`src/rtl/rc_add_sub_serial_pkg.sv`:
```
// Shared definitions for the slice-serial adder/subtractor: default sizes,
// FSM state encoding and a counter-width helper.
package rc_add_sub_serial_pkg;

   localparam int unsigned DEF_WIDTH = 32;
   localparam int unsigned DEF_SLICE = 8;

   typedef enum logic {
      ST_IDLE = 1'b0,
      ST_BUSY = 1'b1
   } state_e;

   // Slice counter width; a one-slice configuration still needs one bit.
   function automatic int unsigned cnt_width(input int unsigned n);
      return (n > 1) ? $clog2(n) : 1;
   endfunction

endpackage

```
`src/rtl/rc_add_sub_serial_if.sv`:
```
// Start/done request bus of the slice-serial adder/subtractor.
interface rc_add_sub_serial_if
   import rc_add_sub_serial_pkg::*;
#(
   parameter int unsigned WIDTH = DEF_WIDTH
);
   logic             start;
   logic [WIDTH-1:0] a;
   logic [WIDTH-1:0] b;
   logic             sna;
   logic             ready;
   logic             done;
   logic [WIDTH-1:0] y;
   logic             co;
   logic             ov;

   modport master (output start, a, b, sna, input ready, done, y, co, ov);
   modport slave  (input start, a, b, sna, output ready, done, y, co, ov);
endinterface

```
`src/rtl/rc_add_sub_serial_slice_add.sv`:
```
// Combinational SLICE-bit ripple adder; also exposes the carry into the MSB
// so the parent can derive signed overflow.
module rc_add_sub_serial_slice_add
   import rc_add_sub_serial_pkg::*;
#(
   parameter int unsigned SLICE = DEF_SLICE
) (
   input  logic [SLICE-1:0] a,
   input  logic [SLICE-1:0] b,
   input  logic             ci,
   output logic [SLICE-1:0] s,
   output logic             co,
   output logic             c_msb_in
);
   logic [SLICE:0] c;

   assign c[0] = ci;

   // One full adder per bit, chained through c.
   for (genvar i = 0; i < SLICE; i++) begin : g_fa
      assign s[i]   = a[i] ^ b[i] ^ c[i];
      assign c[i+1] = (a[i] & b[i]) | (c[i] & (a[i] ^ b[i]));
   end

   assign co       = c[SLICE];
   assign c_msb_in = c[SLICE-1];
endmodule

```
`src/rtl/rc_add_sub_serial.sv`:
```
// Multi-cycle slice-serial add/subtract with start/done handshake and
// signed-overflow report. Define ADD_SUB_SAT_EN to saturate Y on overflow.
module rc_add_sub_serial
   import rc_add_sub_serial_pkg::*;
#(
   parameter int unsigned WIDTH = DEF_WIDTH,
   parameter int unsigned SLICE = DEF_SLICE
) (
   input  logic               clk,
   input  logic               rst_n,
   rc_add_sub_serial_if.slave bus
);
   localparam int unsigned N  = WIDTH / SLICE;
   localparam int unsigned CW = cnt_width(N);
   localparam logic [WIDTH-1:0] SLICE_MASK = WIDTH'({SLICE{1'b1}});

   state_e           state_q, state_d;
   logic [CW-1:0]    cnt_q, cnt_d;
   logic             carry_q, carry_d;
   logic [WIDTH-1:0] a_q, a_d, b_q, b_d, y_q, y_d;
   logic             sna_q, sna_d;
   logic             co_q, co_d, ov_q, ov_d;
   logic             done_q, done_d, ready_q, ready_d;

   logic [31:0]      sh_c;
   logic [SLICE-1:0] sl_a_c, sl_b_c, sl_s_c;
   logic             sl_co_c, sl_cmsb_c, last_c;

   // Select the current slice; B is inverted for subtract (carry-in supplies the +1).
   assign sh_c   = 32'(cnt_q) * SLICE;
   assign sl_a_c = SLICE'(a_q >> sh_c);
   assign sl_b_c = SLICE'(b_q >> sh_c) ^ {SLICE{sna_q}};
   assign last_c = (cnt_q == CW'(N - 1));

   rc_add_sub_serial_slice_add #(.SLICE(SLICE)) u_slice (
      .a        (sl_a_c),
      .b        (sl_b_c),
      .ci       (carry_q),
      .s        (sl_s_c),
      .co       (sl_co_c),
      .c_msb_in (sl_cmsb_c)
   );

   // Next-state: accept in IDLE, one slice per edge in BUSY, finish on the last slice.
   always_comb begin
      state_d = state_q;
      cnt_d   = cnt_q;
      carry_d = carry_q;
      a_d     = a_q;
      b_d     = b_q;
      sna_d   = sna_q;
      y_d     = y_q;
      co_d    = co_q;
      ov_d    = ov_q;
      done_d  = 1'b0;
      ready_d = ready_q;
      case (state_q)
         ST_IDLE: begin
            ready_d = 1'b1;
            if (bus.start) begin
               a_d     = bus.a;
               b_d     = bus.b;
               sna_d   = bus.sna;
               carry_d = bus.sna;
               cnt_d   = '0;
               state_d = ST_BUSY;
               ready_d = 1'b0;
            end
         end
         ST_BUSY: begin
            y_d     = (y_q & ~(SLICE_MASK << sh_c)) | (WIDTH'(sl_s_c) << sh_c);
            carry_d = sl_co_c;
            cnt_d   = cnt_q + CW'(1);
            if (last_c) begin
               co_d    = sl_co_c;
               ov_d    = sl_cmsb_c ^ sl_co_c;
               done_d  = 1'b1;
               ready_d = 1'b1;
               cnt_d   = '0;
               state_d = ST_IDLE;
`ifdef ADD_SUB_SAT_EN
               if (ov_d) begin
                  y_d = {a_q[WIDTH-1], {(WIDTH-1){~a_q[WIDTH-1]}}};
               end
`endif
            end
         end
         default: state_d = ST_IDLE;
      endcase
   end

   // State, datapath and output registers.
   always_ff @(posedge clk or negedge rst_n) begin
      if (!rst_n) begin
         state_q <= ST_IDLE;
         cnt_q   <= '0;
         carry_q <= 1'b0;
         a_q     <= '0;
         b_q     <= '0;
         sna_q   <= 1'b0;
         y_q     <= '0;
         co_q    <= 1'b0;
         ov_q    <= 1'b0;
         done_q  <= 1'b0;
         ready_q <= 1'b1;
      end else begin
         state_q <= state_d;
         cnt_q   <= cnt_d;
         carry_q <= carry_d;
         a_q     <= a_d;
         b_q     <= b_d;
         sna_q   <= sna_d;
         y_q     <= y_d;
         co_q    <= co_d;
         ov_q    <= ov_d;
         done_q  <= done_d;
         ready_q <= ready_d;
      end
   end

   assign bus.y     = y_q;
   assign bus.co    = co_q;
   assign bus.ov    = ov_q;
   assign bus.done  = done_q;
   assign bus.ready = ready_q;
endmodule

```
`src/flat_wrapper.sv`:
```
// flat-port wrapper written by rule: the top's interface ports become plain ports
module rc_add_sub_serial_flat import rc_add_sub_serial_pkg::*;
#(
   parameter int unsigned WIDTH = DEF_WIDTH,
   parameter int unsigned SLICE = DEF_SLICE
)
  (clk, rst_n, bus_start, bus_a, bus_b, bus_sna, bus_ready, bus_done, bus_y, bus_co, bus_ov);
  rc_add_sub_serial_if #(.WIDTH(WIDTH)) bus_i ();
  input  logic clk;
  input  logic rst_n;
  input wire logic [$bits(bus_i.start)-1:0] bus_start;
  input wire logic [$bits(bus_i.a)-1:0] bus_a;
  input wire logic [$bits(bus_i.b)-1:0] bus_b;
  input wire logic [$bits(bus_i.sna)-1:0] bus_sna;
  output wire logic [$bits(bus_i.ready)-1:0] bus_ready;
  output wire logic [$bits(bus_i.done)-1:0] bus_done;
  output wire logic [$bits(bus_i.y)-1:0] bus_y;
  output wire logic [$bits(bus_i.co)-1:0] bus_co;
  output wire logic [$bits(bus_i.ov)-1:0] bus_ov;
  assign bus_i.start = bus_start;
  assign bus_i.a = bus_a;
  assign bus_i.b = bus_b;
  assign bus_i.sna = bus_sna;
  assign bus_ready = bus_i.ready;
  assign bus_done = bus_i.done;
  assign bus_y = bus_i.y;
  assign bus_co = bus_i.co;
  assign bus_ov = bus_i.ov;
  rc_add_sub_serial #(.WIDTH(WIDTH), .SLICE(SLICE)) u_core (.clk(clk), .rst_n(rst_n), .bus(bus_i));
endmodule
```
`config.mk`:
```
export PLATFORM = sky130hd
export DESIGN_NAME = rc_add_sub_serial_flat
export DESIGN_NICKNAME = d
export VERILOG_FILES = /design/src/rtl/rc_add_sub_serial_pkg.sv /design/src/rtl/rc_add_sub_serial_if.sv /design/src/rtl/rc_add_sub_serial_slice_add.sv /design/src/rtl/rc_add_sub_serial.sv /design/src/flat_wrapper.sv
export SDC_FILE = /design/constraint.sdc
export NUM_CORES = 1
export LEC_CHECK = 0
export ABC_AREA = 1
export CAP_MARGIN = 20
export CORE_MARGIN = 1
export CORE_UTILIZATION = 30
export DETAILED_ROUTE_END_ITERATION = 7
export PLACE_DENSITY = 0.48
export SETUP_SLACK_MARGIN = 0.2
export SYNTH_ARGS = -nofsm -noshare
export SYNTH_HDL_FRONTEND = slang
export SYNTH_HIERARCHICAL = 1
export SYNTH_SLANG_ARGS = --single-unit
export TNS_END_PERCENT = 10
```
`constraint.sdc`:
```
create_clock -name clk -period 5.25 [get_ports clk]
set_input_delay 1.3125 -clock clk [delete_from_list [all_inputs] [get_ports clk]]
set_output_delay 1.3125 -clock clk [all_outputs]
set_load 0.02 [all_outputs]
```
* Word level (Yosys, flattened, before mapping)
Cells that the tools add are included.
Word-level totals: register bits 105, output and inout bits 36
Operators by class: $add $sub $neg 1, equality and inequality tests 3, shift-type cells 4, multiplexer cells 13, bitwise operators 46, reductions and logical operators 2
Operators by type and width (number):
- $shr 32x5->8 | 2
- $and 32x32->32 | 1
- $not 32->32 | 1
- $or 32x32->32 | 1
- $shl 8x5->32 | 1
- $shl 8x5->32 const A | 1
- $xor 1x1->1 | 17
- $and 1x1->1 | 16
- $or 1x1->1 | 8
- $xor 8x8->8 | 1
- $mux 1 | 7
- $pmux 1 s2 | 3
- $mux 2 | 2
- $ne 2x2->1 const B | 2
- $pmux 2 s2 | 1
- $reduce_and 2->1 | 2
- $add 2x1->2 const B | 1
- $eq 2x2->1 const B | 1
- $not 1->1 | 1

* Logic depth before layout (Yosys ltp)
Gate-level depths: netlist of the first run.
word-level depth 20, gate-level depth with buffers 22

* Hierarchy
The synthesis of the first run kept the hierarchy.
Modules (own cells, without submodules):
- rc_add_sub_serial | times used 1, cells an instance 566, area an instance 4710.8 um^2
- rc_add_sub_serial_slice_add | times used 1, cells an instance 18, area an instance 197.7 um^2

* Worst setup path after synthesis of the first run
No wires, ideal clock.
kind register to register, start point register u_core.cnt_q[0], end point register u_core.carry_q, library setup time 0.124 ns, arrival 4.067 ns, required time 5.126 ns, setup slack 1.059 ns, stages on the path, launching flop included 23, path buffers 2, clock period less this slack 4.191 ns, cell sequence dfrtp_1 -> buf_2 -> inv_2 -> buf_4 -> nand2_1 -> nand3_1 -> nand2_1 -> nand2_1 -> nand2_1 -> fa_1 -> inv_1 -> fa_1 -> inv_1 -> fa_1 -> fa_1 -> fa_1 -> fa_1 -> inv_1 -> fa_1 -> inv_1 -> fa_1 -> a22oi_1 -> nand2_1
On the way: cells in the longest elaborated chain, start to end 20, elaborated cells on any way between the ends 36, classes of those cells 2 x shift; 1 x mux; 33 x bitwise
RTL lines:
- start, declared | line rc_add_sub_serial.sv:18 | logic [CW-1:0] cnt_q, cnt_d;
- start signal, assigned | line rc_add_sub_serial.sv:108 | cnt_q <= cnt_d;
- $shr 32x5->8 * | line rc_add_sub_serial.sv:32 | assign sl_b_c = SLICE'(b_q >> sh_c) ^ {SLICE{sna_q}};
- $xor 8x8->8 * | line rc_add_sub_serial.sv:32
- via u_core.sl_b_c[0] | line rc_add_sub_serial.sv:26 | logic [SLICE-1:0] sl_a_c, sl_b_c, sl_s_c;
- $xor 1x1->1 | line rc_add_sub_serial_slice_add.sv:22 | assign c[i+1] = (a[i] & b[i]) | (c[i] & (a[i] ^ b[i]));
- $and 1x1->1 | line rc_add_sub_serial_slice_add.sv:22
- $or 1x1->1 * | line rc_add_sub_serial_slice_add.sv:22
- $and 1x1->1 * | line rc_add_sub_serial_slice_add.sv:22
- $or 1x1->1 * | line rc_add_sub_serial_slice_add.sv:22
- (+7 left out)
- $or 1x1->1 * | line rc_add_sub_serial_slice_add.sv:22
- $and 1x1->1 * | line rc_add_sub_serial_slice_add.sv:22
- $or 1x1->1 * | line rc_add_sub_serial_slice_add.sv:22
- via u_core.sl_cmsb_c | line rc_add_sub_serial.sv:27 | logic sl_co_c, sl_cmsb_c, last_c;
- $and 1x1->1 * | line rc_add_sub_serial_slice_add.sv:22
- $or 1x1->1 * | line rc_add_sub_serial_slice_add.sv:22
- via u_core.sl_co_c | line rc_add_sub_serial.sv:27
- $pmux 1 s2 * | line rc_add_sub_serial.sv:57 | case (state_q)
- end signal, assigned | line rc_add_sub_serial.sv:109 | carry_q <= carry_d;
- end, declared | line rc_add_sub_serial.sv:19 | logic carry_q, carry_d;
Mark *: on every way through the listed nets, which the timed path passes. The rest lies on a longest branch. A chain may end at the register's enable or synchronous reset.

* Final worst setup path of the first run
start point register u_core.cnt_q[0], end point register u_core.y_q[31] (netlist: u_core/bus.y[31])
On the way: cells in the longest elaborated chain, start to end 20, elaborated cells on any way between the ends 38, classes of those cells 4 x shift; 34 x bitwise
RTL lines:
- $shr 32x5->8 * | line rc_add_sub_serial.sv:32
- $xor 8x8->8 * | line rc_add_sub_serial.sv:32
- via u_core.sl_b_c[0] | line rc_add_sub_serial.sv:26
- $xor 1x1->1 | line rc_add_sub_serial_slice_add.sv:22
- $and 1x1->1 | line rc_add_sub_serial_slice_add.sv:22
- $or 1x1->1 * | line rc_add_sub_serial_slice_add.sv:22
- $and 1x1->1 * | line rc_add_sub_serial_slice_add.sv:22
- $or 1x1->1 * | line rc_add_sub_serial_slice_add.sv:22
- (+7 left out)
- $or 1x1->1 * | line rc_add_sub_serial_slice_add.sv:22
- $and 1x1->1 * | line rc_add_sub_serial_slice_add.sv:22
- $or 1x1->1 * | line rc_add_sub_serial_slice_add.sv:22
- via u_core.sl_cmsb_c | line rc_add_sub_serial.sv:27
- $xor 1x1->1 * | line rc_add_sub_serial_slice_add.sv:21 | assign s[i] = a[i] ^ b[i] ^ c[i];
- via u_core.sl_s_c[7] | line rc_add_sub_serial.sv:26
- $shl 8x5->32 * | line rc_add_sub_serial.sv:71 | y_d = (y_q & ~(SLICE_MASK << sh_c)) | (WIDTH'(sl_s_c) << sh_c);
- $or 32x32->32 * | line rc_add_sub_serial.sv:71
- end signal, assigned | line rc_add_sub_serial.sv:113 | y_q <= y_d;
- end, declared | line rc_add_sub_serial.sv:20 | logic [WIDTH-1:0] a_q, a_d, b_q, b_d, y_q, y_d;
Marked as above.

==> results summary, run 1 <==
The first detailed-routing pass took 4 iterations. The final wirelength came out at 12600 um. The remaining number of nets flagged by the antenna check after routing is 0.

TritonCTS built the clock tree. Gates resized during post-CTS repair numbered 0. The pin slew with the least headroom to its limit came out at 933 ps.

The setup path with the least slack is of type flip-flop to flip-flop. The first global-routing pass estimated 20400 um of wire. The total clock buffers created by CTS came out at 9. The DRC violations left came out at 0. The final critical path takes up 86.2% of the cycle. The number of cells produced by synthesis is 584. The floorplan step set the die height to 130 um. Averaged over all synthesized cells, the footprint is 8.40 sq um. By instance count, the cell type seen most on the critical path is sky130_fd_sc_hd__fa_1. Of all nets on the critical path, the largest fanout is 43. From synthesis to final layout, the design area changed by 28.9%. The worst voltage drop across the vdd grid came out at 0.261 mV. Sorting the synthesized cells by area gives the leading types as sky130_fd_sc_hd__dfrtp_1 53%, sky130_fd_sc_hd__nand2_1 22%, sky130_fd_sc_hd__o21ai_0 4.3%.

In this run the count of I/O pins placed on the die edge is 104. The data required time at the worst endpoint came out at 5500 ps. The count of final setup violators came out at 0. The number of design-rule violations left by the first detailed-router iteration came out at 242. The final weighted congestion of routability-driven global placement came out at 0.834. In this run the static leakage power is 3.09 nW. The clock-pin slew on the worst setup and hold paths came out at 70 ps.

The most used flip-flop cell after synthesis is sky130_fd_sc_hd__dfrtp_1. The count of buffer and inverter cells on the critical path is 5. The gate family responsible for the most delay along the worst path is adder cells. In the post-synthesis netlist, the cell with the most instances is sky130_fd_sc_hd__nand2_1. The min-delay analysis places its worst path in the category flip-flop to flip-flop. The master cell of the clock root buffer is sky130_fd_sc_hd__clkbuf_16. The normalized max-slew margin is 37.8%. The least setup slack across all paths after layout is 725 ps. The cell type with the largest total area after synthesis is sky130_fd_sc_hd__dfrtp_1. The ratio of cells with drive above 1 in the final layout came out at 6.79%.

The run finished with clean final reports. The quantity of hold-fixing buffers added after cts came out at 0. The clock period could shrink to 4520 ps.

The initial utilization of the core area, before any placement, comes to 30.8%. The number of levels in the clock H-tree is 3. Input and output buffers added on the ports amount to 103. The area share of the largest cell type after synthesis came out at 53.0%. STA classifies the critical path startpoint as a flip-flop. Clock latency on the worst-skew pair, taken at its later pin, is 350 ps. The cell with the largest stage delay on the worst path is sky130_fd_sc_hd__fa_1. The total congestion overflow is 0.

The number of library cell types mapped by synthesis is 24. The worst-case clock buffer depth came out at 2. The total number of clock tree sinks is 105. The post-placement setup slack came out at 718 ps.

The number of antenna repair diodes came out at 0. The routed wire length per instance came out at 14.1 um. The critical path's largest stage delay is 500 ps. The cell area after synthesis came out at 4910 sq um. In the final design database the tool counted 753 nets. The global router's overall resource usage came out at 15.9%. The die covers 16900 sq um.

The setup TNS came out at 0 ps. The final count of pins violating max slew came out at 0. The number of setup buffers added after CTS is 0. In this run the horizontal extent of the chip is 130 um. Setup repair after global routing left no endpoint under its margin.

The detail-routed via count per cell came out at 4.44. The arrival time at the worst endpoint came out at 4780 ps. The post-synthesis sequential area ratio is 53.6%.

The maximum frequency from static timing analysis is 221 MHz. STA classifies the critical path endpoint as a flip-flop. The net count of the mapped netlist is 665. The number of hold violations in the final report came out at 0.

In the synthesized netlist, the cells that appear most often are 291 x sky130_fd_sc_hd__nand2_1, 104 x sky130_fd_sc_hd__dfrtp_1, 42 x sky130_fd_sc_hd__o21ai_0, 24 x sky130_fd_sc_hd__nand3_1, 20 x sky130_fd_sc_hd__nand2_2. Detailed placement ended at an HPWL of 9250 um. The count of yosys warnings during synthesis came out at 6.

The cell row count came out at 46. The worst clock skew on the final layout is 4.51 ps. Entering global routing, the biggest net connects 75 pins. The fraction of synthesis flops using an asynchronous set or reset pin came out at 100%. The power density over the cells came out at 726 nW/um^2. The number of synthesized flops with an enable pin came out at 0. Traced cell by cell, the critical path runs through buf_4 -> nand2_1 -> nand3_1 -> nand2_1 -> nand2_1 -> nand2_1 -> fa_1 -> inv_1 -> fa_1 -> inv_1 -> fa_1 -> fa_1 -> fa_1 -> fa_1 -> inv_1 -> fa_1 -> inv_1 -> fa_1 -> nand2_1 -> o21ai_0.

The total number of vias came out at 3962. The number of fill cells came out at 1644. The synthesis-stage register bit count is 105. The max-capacitance violation count came out at 0. The initial antenna violation count is 0. The placeable core region came out at 15900 sq um. The via count of the first global-routing pass came to 3999.
[logic make-up (layout without fill, tap and decap cells)]
group	Yosys count	after routing	share of synthesized area [%]
adders and majority gates	13	13	4.54
DFF	105	105	53.6
AOI/OAI and AO/OA	62	62	6.58
and+or+nand+nor	355	355	28.9
buffers and inverters	48	141	6.22
xor gates and xnor gates	1	1	0.178
[through the flow]
| step | util [%] | cell area, sq um | hold slack (ps) | power, W | instances |
|---|---|---|---|---|---|
| 6_report | 39.7 | 6330 | 467 | 0.00459 | 893 |
| 4_1_cts | 39.7 | 6330 | 475 | 0.00467 | 893 |
| 3_5_place_dp | 37.7 | 6000 | 465 | 0.00394 | 877 |
| 3_3_place_gp | 37.7 | 6000 | 460 | 0.00390 | 877 |
| 2_1_floorplan | - | 4910 | 444 | 0.00306 | 584 |
| 5_1_grt | 39.7 | 6330 | 498 | 0.00504 | 893 |
[worst reg2reg max path, stage by stage (launching register included)]
cell and delay, ps:
sky130_fd_sc_hd__dfrtp_1 360, sky130_fd_sc_hd__buf_4 370, sky130_fd_sc_hd__nand2_1 100, sky130_fd_sc_hd__nand3_1 130, sky130_fd_sc_hd__nand2_1 60, sky130_fd_sc_hd__nand2_1 50
sky130_fd_sc_hd__nand2_1 80, sky130_fd_sc_hd__fa_1 390, sky130_fd_sc_hd__inv_1 80, sky130_fd_sc_hd__fa_1 160, sky130_fd_sc_hd__inv_1 50, sky130_fd_sc_hd__fa_1 370
sky130_fd_sc_hd__fa_1 400, sky130_fd_sc_hd__fa_1 400, sky130_fd_sc_hd__fa_1 370, sky130_fd_sc_hd__inv_1 70, sky130_fd_sc_hd__fa_1 160, sky130_fd_sc_hd__inv_1 70
sky130_fd_sc_hd__fa_1 500, sky130_fd_sc_hd__nand2_1 70, sky130_fd_sc_hd__o21ai_0 180
[final cells by class]
| cell class | instances | area (sq um) | share of cell area, % |
|---|---|---|---|
| clock buffer | 11 | 243 | 3.84 |
| sequential | 105 | 2630 | 41.6 |
| tap | 216 | 270 | 4.27 |
| multi-input combinational | 431 | 1970 | 31.2 |
| timing repair buffer | 107 | 1060 | 16.7 |
| inverter | 18 | 72.6 | 1.15 |
| clock inverter | 5 | 78.8 | 1.25 |
[sequential cells by signal (all words and copies together), names as in the netlist]
register	cells
u_core/a_q	32
u_core/b_q	32
u_core/bus.y	32
u_core/cnt_q	2
u_core/bus.co	1
u_core/bus.done	1
u_core/bus.ov	1
u_core/bus.ready	1
u_core/carry_q	1
u_core/sna_q	1
u_core/state_q	1
[where the power goes]
group | switching, W | internal (W)
logic | 0.00147 | 0.000923
registers | 0.000272 | 0.00121
clock network | 0.000291 | 0.000430
total | 0.00203 | 0.00257
[final timing paths]
kind / cells after the start / from / slack (ps) / endpoint
max in group asynchronous: 2 / rst_n / 3140 / u_core/bus.ready
min reg2reg: 2 / u_core/bus.ready / 470 / u_core/bus.ready
max reg2reg: 20 / u_core/cnt_q[0] / 730 / u_core/bus.y[31]
max: 20 / u_core/cnt_q[0] / 730 / u_core/bus.y[31]
min: 2 / u_core/bus.ready / 470 / u_core/bus.ready
min in group asynchronous: 1 / rst_n / 1090 / u_core/bus.y[26]
[layer usage]
| layer | vias up | wire length [um] | track usage, % |
|---|---|---|---|
| li1 | 1997 | - | - |
| met1 | 1856 | 6040 | 21.3 |
| met2 | 99 | 5810 | 26.0 |
| met3 | 10 | 519 | 2.79 |
| met4 | 0 | 200 | 5.68 |
| met5 | - | 0 | 0 |
[layout by cell type, fill, tap and decap left out, types with 2 or more instances in the layout]
cell type / Yosys / routed
sky130_fd_sc_hd__nor2_1: 19 / 19
sky130_fd_sc_hd__o21ai_0: 42 / 42
sky130_fd_sc_hd__inv_4: 2 / 2
sky130_fd_sc_hd__o21ai_1: 10 / 10
sky130_fd_sc_hd__clkdlybuf4s50_1: 0 / 102
sky130_fd_sc_hd__inv_1: 13 / 13
sky130_fd_sc_hd__inv_2: 2 / 2
sky130_fd_sc_hd__nand3_1: 24 / 24
sky130_fd_sc_hd__nand2_1: 291 / 291
sky130_fd_sc_hd__buf_4: 5 / 5
sky130_fd_sc_hd__clkbuf_16: 0 / 9
sky130_fd_sc_hd__bufinv_16: 0 / 2
sky130_fd_sc_hd__dfrtp_1: 104 / 104
sky130_fd_sc_hd__o22ai_1: 8 / 8
sky130_fd_sc_hd__ha_1: 5 / 5
sky130_fd_sc_hd__fa_1: 8 / 8
sky130_fd_sc_hd__nand2_2: 20 / 20
sky130_fd_sc_hd__clkinv_2: 0 / 2
No activity file was read; power rests on OpenSTA's default activity.
==> run 2, diff against run 1 <==
REMOVE_ABC_BUFFERS = 1   (was default)
==> results summary, run 2 (synthesized netlist as in run 1, its figures left out) <==
The flow ran to the end, and the final reports show no timing, DRC or antenna violations. The total number of vias is 3972 (+0.25%). The width of the die is 130 um (unchanged). The count of nets after finishing came to 754 (+0.13%). The ratio of cells with drive above 1 in the final layout came out at 6.65% (-0.15 points). The total congestion overflow came out at 0 (unchanged). The initial antenna violation count is 0 (unchanged). The share of total power in combinational logic came to 52.2% (+0.2 points). The total clock buffers created by CTS is 9 (unchanged). In this design, the largest share of critical-path delay is due to adder cells.

The power density over the cells is 709 nW/um^2 (-2.3%). The fraction of the cycle the final worst path needs came out at 85.3% (-0.92 points). The number of standard cells in the final layout excluding fillers is 893 (unchanged). The number of antenna repair diodes is 0 (unchanged). The portion of total power attributed to the clock network is 14.6% (-1.1 points).

The type of the most critical hold path is flip-flop to flip-flop. The remaining number of nets flagged by the antenna check after routing is 0 (unchanged). The count of final setup violators is 0 (unchanged). The DRC violations left came out at 0 (unchanged).

The quantity of hold-fixing buffers added after cts came out at 0 (unchanged). The clock latency on the worst-skew pair was 350 ps (about the same). The data required time at the worst endpoint came out at 5510 ps (about the same). The final critical delay including setup and external delays is 4480 ps (-48.5 ps). The pin slew with the least headroom to its limit is 790 ps (-143 ps). The count of buffer and inverter cells on the critical path came out at 5 (unchanged).

The final count of pins violating max slew came out at 0 (unchanged). The startpoint class of the critical path is a flip-flop. The placeable core region came out at 15900 sq um (unchanged). The worst clock skew on the final layout was 8.61 ps (+4.10 ps). TritonCTS built the clock tree. The half-perimeter wire length after detailed placement is 8980 um (-3.0%). The maximum fanout count along the critical path is 20 (-53%). The net switching share of the total power came to 44.3% (+0.20 points). Leaving out fill and tap cells, the most frequent cell in the layout is sky130_fd_sc_hd__nand2_1.

The clock-pin slew on the worst setup and hold paths came out at 70 ps (about the same). The worst setup path is of the flip-flop to flip-flop kind. The signed area change from the synthesized netlist to the final layout is 28.1%. The largest individual stage delay along the critical path comes from the cell sky130_fd_sc_hd__dfrtp_1.

The net switching component of the power is 0.00198 W (-2.5%). The cell-internal power came out at 0.00248 W (-3.2%). The max-capacitance violation count came out at 0 (unchanged). The post-CTS setup repair buffer count came out at 0 (unchanged). The die area is 16900 sq um (unchanged). The I/O pin count is 104 (unchanged). The endpoint kind of the worst setup timing path is a flip-flop. The total number of clock tree sinks came out at 105 (unchanged). The number of iterations in the first detailed-routing pass was 4 (unchanged). The setup TNS is 0 ps (unchanged). The total instance count after detailed placement came out at 878 (+0.11%). The tree is rooted in a sky130_fd_sc_hd__clkbuf_16. The die span in y is 130 um (unchanged). The global-route wire length before repair is 20400 um (about the same). The maximum frequency from static timing analysis is 223 MHz (+1.1%).

The core utilization of the finished layout is 39.5% (-0.23 points). The number of design-rule violations left by the first detailed-router iteration was 240 (-0.83%). The normalized max-slew margin is 47.3% (+9.5 points). The post-cts resize count was 0 (unchanged). The global router's overall resource usage came out at 15.9% (about the same). The most repeated library cell on the critical path is sky130_fd_sc_hd__fa_1.

The final weighted congestion of routability-driven global placement is 0.770 (-7.7%). The worst-case clock buffer depth is 2 (unchanged). The worst voltage drop across the vdd grid came out at 0.239 mV (-8.3%). The largest net degree at the start of global routing came out at 68 (-9.3%). The count of port buffers added during placement came out at 103 (unchanged). Leaving out fill and tap cells, the most frequent cells in the layout are 291 x sky130_fd_sc_hd__nand2_1, 104 x sky130_fd_sc_hd__dfrtp_1, 102 x sky130_fd_sc_hd__clkdlybuf4s50_1, 42 x sky130_fd_sc_hd__o21ai_0, 24 x sky130_fd_sc_hd__nand3_1. Walking the worst path, the cells encountered are inv_4 -> nand3_1 -> nand2_1 -> nand2_1 -> nand2_1 -> fa_1 -> inv_1 -> fa_1 -> inv_1 -> fa_1 -> fa_1 -> fa_1 -> fa_1 -> inv_1 -> fa_1 -> inv_1 -> fa_1 -> nand2_1 -> o21ai_0. The number of hold violations in the final report is 0 (unchanged).

The critical path's largest stage delay is 570 ps (+70 ps). The via count of the first global-routing pass came out at 4045 (+1.2%). The arrival time at the worst endpoint is 4740 ps (-40 ps). The initial cell density of the core is 30.8% (unchanged). The routed wire length per instance is 13.8 um (-1.8%). The final wirelength came to 12400 um (-1.8%). The leakage power is 3.07 nW (-0.50%). The sequential share of power is 33.2% (+0.9 points). The detail-routed via count per cell came to 4.45 (+0.25%). The cell row count is 46 (unchanged). Setup repair after global routing left no endpoint under its margin. The number of levels in the clock H-tree is 3 (unchanged).
[run 2: cell count changes in the layout (fill, tap and decap cells not counted)]
cell	previous run	this run
sky130_fd_sc_hd__buf_4	5	6
sky130_fd_sc_hd__bufinv_16	2	1
sky130_fd_sc_hd__clkbuf_1	1	2
sky130_fd_sc_hd__clkbuf_8	1	0
sky130_fd_sc_hd__clkinv_2	2	3
sky130_fd_sc_hd__clkinv_4	1	0
[run 2: worst min-delay path, cell delays in order (launching register included)]
cell                      delay (ps)
sky130_fd_sc_hd__dfstp_2         370
sky130_fd_sc_hd__inv_1            40
sky130_fd_sc_hd__a21oi_1          50
[run 2: worst paths after layout]
check                                 startpoint               end  slack (ps)  cells after the start
min in group asynchronous                  rst_n    u_core/a_q[27]        1020                      1
max in group asynchronous                  rst_n     u_core/a_q[0]        3150                      2
worst max-delay path             u_core/cnt_q[1]  u_core/bus.y[23]         770                     19
worst min-delay path            u_core/bus.ready  u_core/bus.ready         470                      2
worst min register to register  u_core/bus.ready  u_core/bus.ready         470                      2
worst max register to register   u_core/cnt_q[1]  u_core/bus.y[23]         770                     19
[run 2: power groups by stage]
stage,registers (W),clock network [W],logic (W)
after CTS,0.00149,0.000667,0.00236
after detailed placement,0.00150,0,0.00236
after global routing,0.00153,0.000697,0.00268
after global placement,0.00150,0,0.00232
after floorplan,0.00160,0,0.00135
final,0.00148,0.000653,0.00233
[run 2: metal layers]
metal  vias to the layer above  part of all wire (%)  GRT usage (%)
met4                         0                   2.3           7.18
met5                         -                     0              0
met3                        21                   3.9           2.58
met2                       102                    46           25.5
li1                       2000                     -              -
met1                      1849                    48           21.2
[run 2: final cells by class]
| class | instances | area [sq um] |
|---|---|---|
| clock inverters | 4 | 45.0 |
| repair buffers | 108 | 1070 |
| clock buffers | 11 | 233 |
| inverters | 18 | 72.6 |
| fillers | 1633 | 9650 |
| well taps | 216 | 270 |
| multi-input cells | 431 | 1970 |
| flip-flops and latches | 105 | 2630 |
[run 2: per-stage QoR]
stage	power [W]	hold WS [ps]	setup slack [ps]	area, sq um
floorplan	0.00294	444	319	4680
global placement	0.00381	463	925	6010
detailed placement	0.00385	462	816	6010
CTS	0.00451	472	797	6290
global route	0.00491	481	530	6290
finish	0.00446	467	774	6290
